<file path="src/rtl/slow_multiplication.sv">
// rtl/slow_multiplication.sv - sequential unsigned shift-and-add multiplier, one partial product per clock
module slow_multiplication #(
    parameter int WIDTH = 4
) (
    input  logic                 clk,
    input  logic                 rst,
    input  logic                 start,
    input  logic [WIDTH-1:0]     A,
    input  logic [WIDTH-1:0]     B,
    output logic                 busy,
    output logic                 valid,
    output logic [2*WIDTH-1:0]   product
);

    localparam int CW = $clog2(WIDTH) + 1;

    typedef enum logic {IDLE, RUN} state_t;

    state_t             state;
    logic [WIDTH-1:0]   m;
    logic [2*WIDTH-1:0] p;
    logic [CW-1:0]      count;
    logic [WIDTH:0]     sum;
    logic               c;

    always_comb begin
        sum = {1'b0, p[2*WIDTH-1:WIDTH]} + {1'b0, m & {WIDTH{p[0]}}};
        c   = sum[WIDTH];
    end

    assign product = p;

    // The add's carry becomes the new MSB after the shift, so no product bit is lost.
    always_ff @(posedge clk or posedge rst) begin
        if (rst) begin
            state <= IDLE;
            m     <= '0;
            p     <= '0;
            count <= '0;
            busy  <= 1'b0;
            valid <= 1'b0;
        end else begin
            case (state)
                IDLE: begin
                    valid <= 1'b0;
                    if (start) begin
                        m     <= A;
                        p     <= {{WIDTH{1'b0}}, B};
                        count <= '0;
                        busy  <= 1'b1;
                        state <= RUN;
                    end
                end
                RUN: begin
                    p     <= {c, sum[WIDTH-1:0], p[WIDTH-1:1]};
                    count <= count + 1'b1;
                    if (count == CW'(WIDTH - 1)) begin
                        state <= IDLE;
                        busy  <= 1'b0;
                        valid <= 1'b1;
                    end
                end
                default: state <= IDLE;
            endcase
        end
    end

endmodule
</file>
<file path="config.mk">
export PLATFORM = sky130hd
export DESIGN_NAME = slow_multiplication
export DESIGN_NICKNAME = d
export VERILOG_FILES = /design/src/rtl/slow_multiplication.sv
export SDC_FILE = /design/constraint.sdc
export NUM_CORES = 1
export LEC_CHECK = 0
export ABC_AREA = 1
export CAP_MARGIN = 40
export CORE_UTILIZATION = 54
export CTS_CLUSTER_SIZE = 24
export DETAILED_ROUTE_END_ITERATION = 10
export DONT_BUFFER_PORTS = 1
export HOLD_SLACK_MARGIN = 0.1
export PLACE_DENSITY = 0.83
export SLEW_MARGIN = 25
export SYNTH_ARGS = -nofsm -noshare
export SYNTH_HDL_FRONTEND = slang
export SYNTH_SLANG_ARGS = --single-unit
</file>
<file path="constraint.sdc">
create_clock -name clk -period 1.3 [get_ports clk]
set_input_delay 0.39 -clock clk [delete_from_list [all_inputs] [get_ports clk]]
set_output_delay 0.39 -clock clk [all_outputs]
set_load 0.05 [all_outputs]
</file>
==> results_dict.tcl <==
set metrics [dict create \
    status "finished, violations left" \
    violations "setup timing" \
    p_int_mw 1.519 \
    synthArstFlopShare_pct 100.0 \
    setup_ws_ns -0.1831 \
    relSlewSlack_pct 80.47 \
    grt_usage_pct 22.38 \
    total_power_mw 2.889 \
    crit_type "reg2reg" \
    globalRouteOverflowTotal 0 \
    yosys_warnings 0 \
    port_buffers 0 \
    register_area_um2 460.4 \
    critPathRequiredTime_ns 1.51 \
    grt_max_degree 19 \
    swShare_pct 47.41 \
    postSynthAreaPerCell_um2 8.443 \
    hold_viol_final 0 \
    drc 0 \
    fillers 121 \
    setup_violations 7 \
    ios 21 \
    period_needed_ns 1.483 \
    rows 14 \
    antenna-diode-count 0 \
    finalClockSkew_ns 0.007258 \
    finalMaxSlewViolations 0 \
    critPathBufInv 3 \
    hold_class "in2reg" \
    drt_pass1_iterations 5 \
    max_stage_delay_ns 0.44 \
    multi_input_area_um2 461.7 \
    leakage_nw 0.6084 \
    grt_pass1_vias 702 \
    synth-main-ff-cell "dfrtp_1" \
    clkPwrFrac_pct 10.3 \
    antenna_found_initial 0 \
    cts_tree "built" \
    htree_levels 1 \
    cap_viol_max_count 0 \
    p_comb_share_pct 44.6 \
    core-area_mm2 0.001541 \
    ctsRootBufferMaster "clkbuf_4" \
    vias 746 \
    die_area_mm2 0.001840 \
    seqPwrFrac_pct 45.1 \
    worstSetupEndpointType "flip-flop" \
    grt_pass1_wl_um 3008 \
    cpMaxStageDelayCell "dfrtp_2" \
    clkSinkCount 18 \
    cp_common_cell "nand3_2" \
    synthToLayoutAreaGrowth_pct 30.33 \
    final.period_utilization_pct 114.1 \
    layout-drive-gt1-share_pct 35.48 \
    synth_cells 107 \
    synth_area_leaders "dfrtp_1, nand2_1, ha_1" \
    power_density_mw_per_mm2 2453 \
    synthDistinctLibCells 15 \
    viasPerCell 5.329 \
    synth_top_area_share_pct 49.86 \
    crit_arrival_ns 1.69 \
    ys_seq_elements 18 \
    power.switching_mw 1.370 \
    cts.path.max_buffers 2 \
    die_h_um 42.90 \
    synth_top_area_cell "dfrtp_1" \
    tightest_slew_ns 0.2930 \
    path_cells "buf_4, buf_6, nand2_4, inv_2, ha_4, nand3_4, nand3_2, nand2_2, nand3_2, nand2_1" \
    syn_area_um2 903.4 \
    rsz0062_at_grt "true" \
    wl_per_cell_um 13.63 \
    synth_nets 125 \
    synth_edf_count 0 \
    fmax_mhz 674.3 \
    initial_core_util_pct 58.60 \
    startpoint_type "flip-flop" \
    cts_inserted_buffers 3 \
    path_delay_family "flip-flops" \
    hold_slack_ns 0.1871 \
    clk_pin_slew_worst_paths_ns 0.10 \
    cp_max_fo 4 \
    clk_latency_ns 0.30 \
    ant_nets 0 \
    synthTopCellsByCount "nand2_1, dfrtp_1, inv_1, nand3_1" \
    drtIter0Drc 10 \
    routed_wl_um 1908 \
    gp_congestion 0.7929 \
    pre_cts_slack_ns -0.1923 \
    die_x_um 42.90 \
    nets 143 \
    synth-seq-area-share_pct 49.86 \
    hpwl_um 1303 \
    worst_ir_drop_vdd_uv 1496 \
    synth_most_common_cell "nand2_1" \
]
## registers in the layout, indices dropped and copies added, names as in the netlist
| signal | count |
|---|---|
| product | 8 |
| m | 4 |
| count | 3 |
| busy | 1 |
| state | 1 |
| valid | 1 |
## cells by family after synthesis
family                     after synthesis  synth area share, %
AOI/OAI and AO/OA                        7                4.570
buffers and inverters                   18                9.140
DFF                                     18                49.86
and+or+nand+nor                         57                25.90
adders and majority gates                7                10.53
## through the flow
step / cell area [um^2] / util (%) / cells / setup TNS (ns)
floorplan: 914.6 / - / 107 / -0.7727
global placement: 987.2 / 64.04 / 131 / -0.2249
detailed placement: 987.2 / 64.04 / 131 / -0.4451
CTS: 1072 / 69.56 / 137 / -0.5657
global route: 1177 / 76.38 / 140 / -1.179
finish: 1177 / 76.38 / 140 / -0.7972
## final cells by class
class / instances / area share (%)
multi-input combinational: 71 / 39.21
inverter: 16 / 5.101
tap: 16 / 1.700
clock buffer: 4 / 2.232
sequential: 18 / 39.11
timing repair buffer: 15 / 12.65
## timing repair
action,CTS,global route
setup endpoints to repair,13,7
endpoints found under the hold margin,18,0
pin swaps,1,1
setup buffers,1,3
gates resized for setup,14,15
hold buffers,1,0
## worst paths after layout
kind / to / cells after the start / startpoint / slack (ns)
worst min register to register: m[3]$_DFFE_PP0P_ / 2 / m[3]$_DFFE_PP0P_ / 0.49
worst max register to register: product[6]$_DFFE_PP0P_ / 10 / product[0]$_DFFE_PP0P_ / -0.18
worst max-delay path: product[6]$_DFFE_PP0P_ / 10 / product[0]$_DFFE_PP0P_ / -0.18
min in group asynchronous: product[0]$_DFFE_PP0P_ / 3 / rst / 0.53
max in group asynchronous: valid$_DFFE_PP0P_ / 3 / rst / 0.56
worst min-delay path: m[3]$_DFFE_PP0P_ / 2 / A[3] / 0.19
## worst reg2reg max path, cell delays in order, from the launching register on
cell,delay [ns]
dfrtp_2,0.44
buf_4,0.14
buf_6,0.11
nand2_4,0.07
inv_2,0.05
ha_4,0.28
nand3_4,0.08
nand3_2,0.06
nand2_2,0.05
nand3_2,0.07
nand2_1,0.05
## layer usage
metal  global-route usage, %  wire length (um)
met5                       0                 0
met2                   36.67               993
met3                   3.830                94
met1                   29.18               766
met4                   9.375                54
## layout by cell type (no fill, tap or decap), drive strengths merged
cell type,n
a21oi,1
o21ai,3
nand2,42
clkbuf,4
nand3,8
fa,1
dlygate4sd3,1
inv,16
dfrtp,18
ha,6
nor2,7
o22ai,2
a22o,1
buf,14
## power by group through the flow
stage | combinational (mW) | sequential (mW) | clock, mW
global route | 1.42 | 1.34 | 0.313
CTS | 1.09 | 1.30 | 0.296
detailed placement | 1.00 | 1.27 | 0
global placement | 0.963 | 1.26 | 0
finish | 1.29 | 1.30 | 0.297
floorplan | 0.630 | 1.38 | 0
No activity file was read; power rests on OpenSTA's default activity.
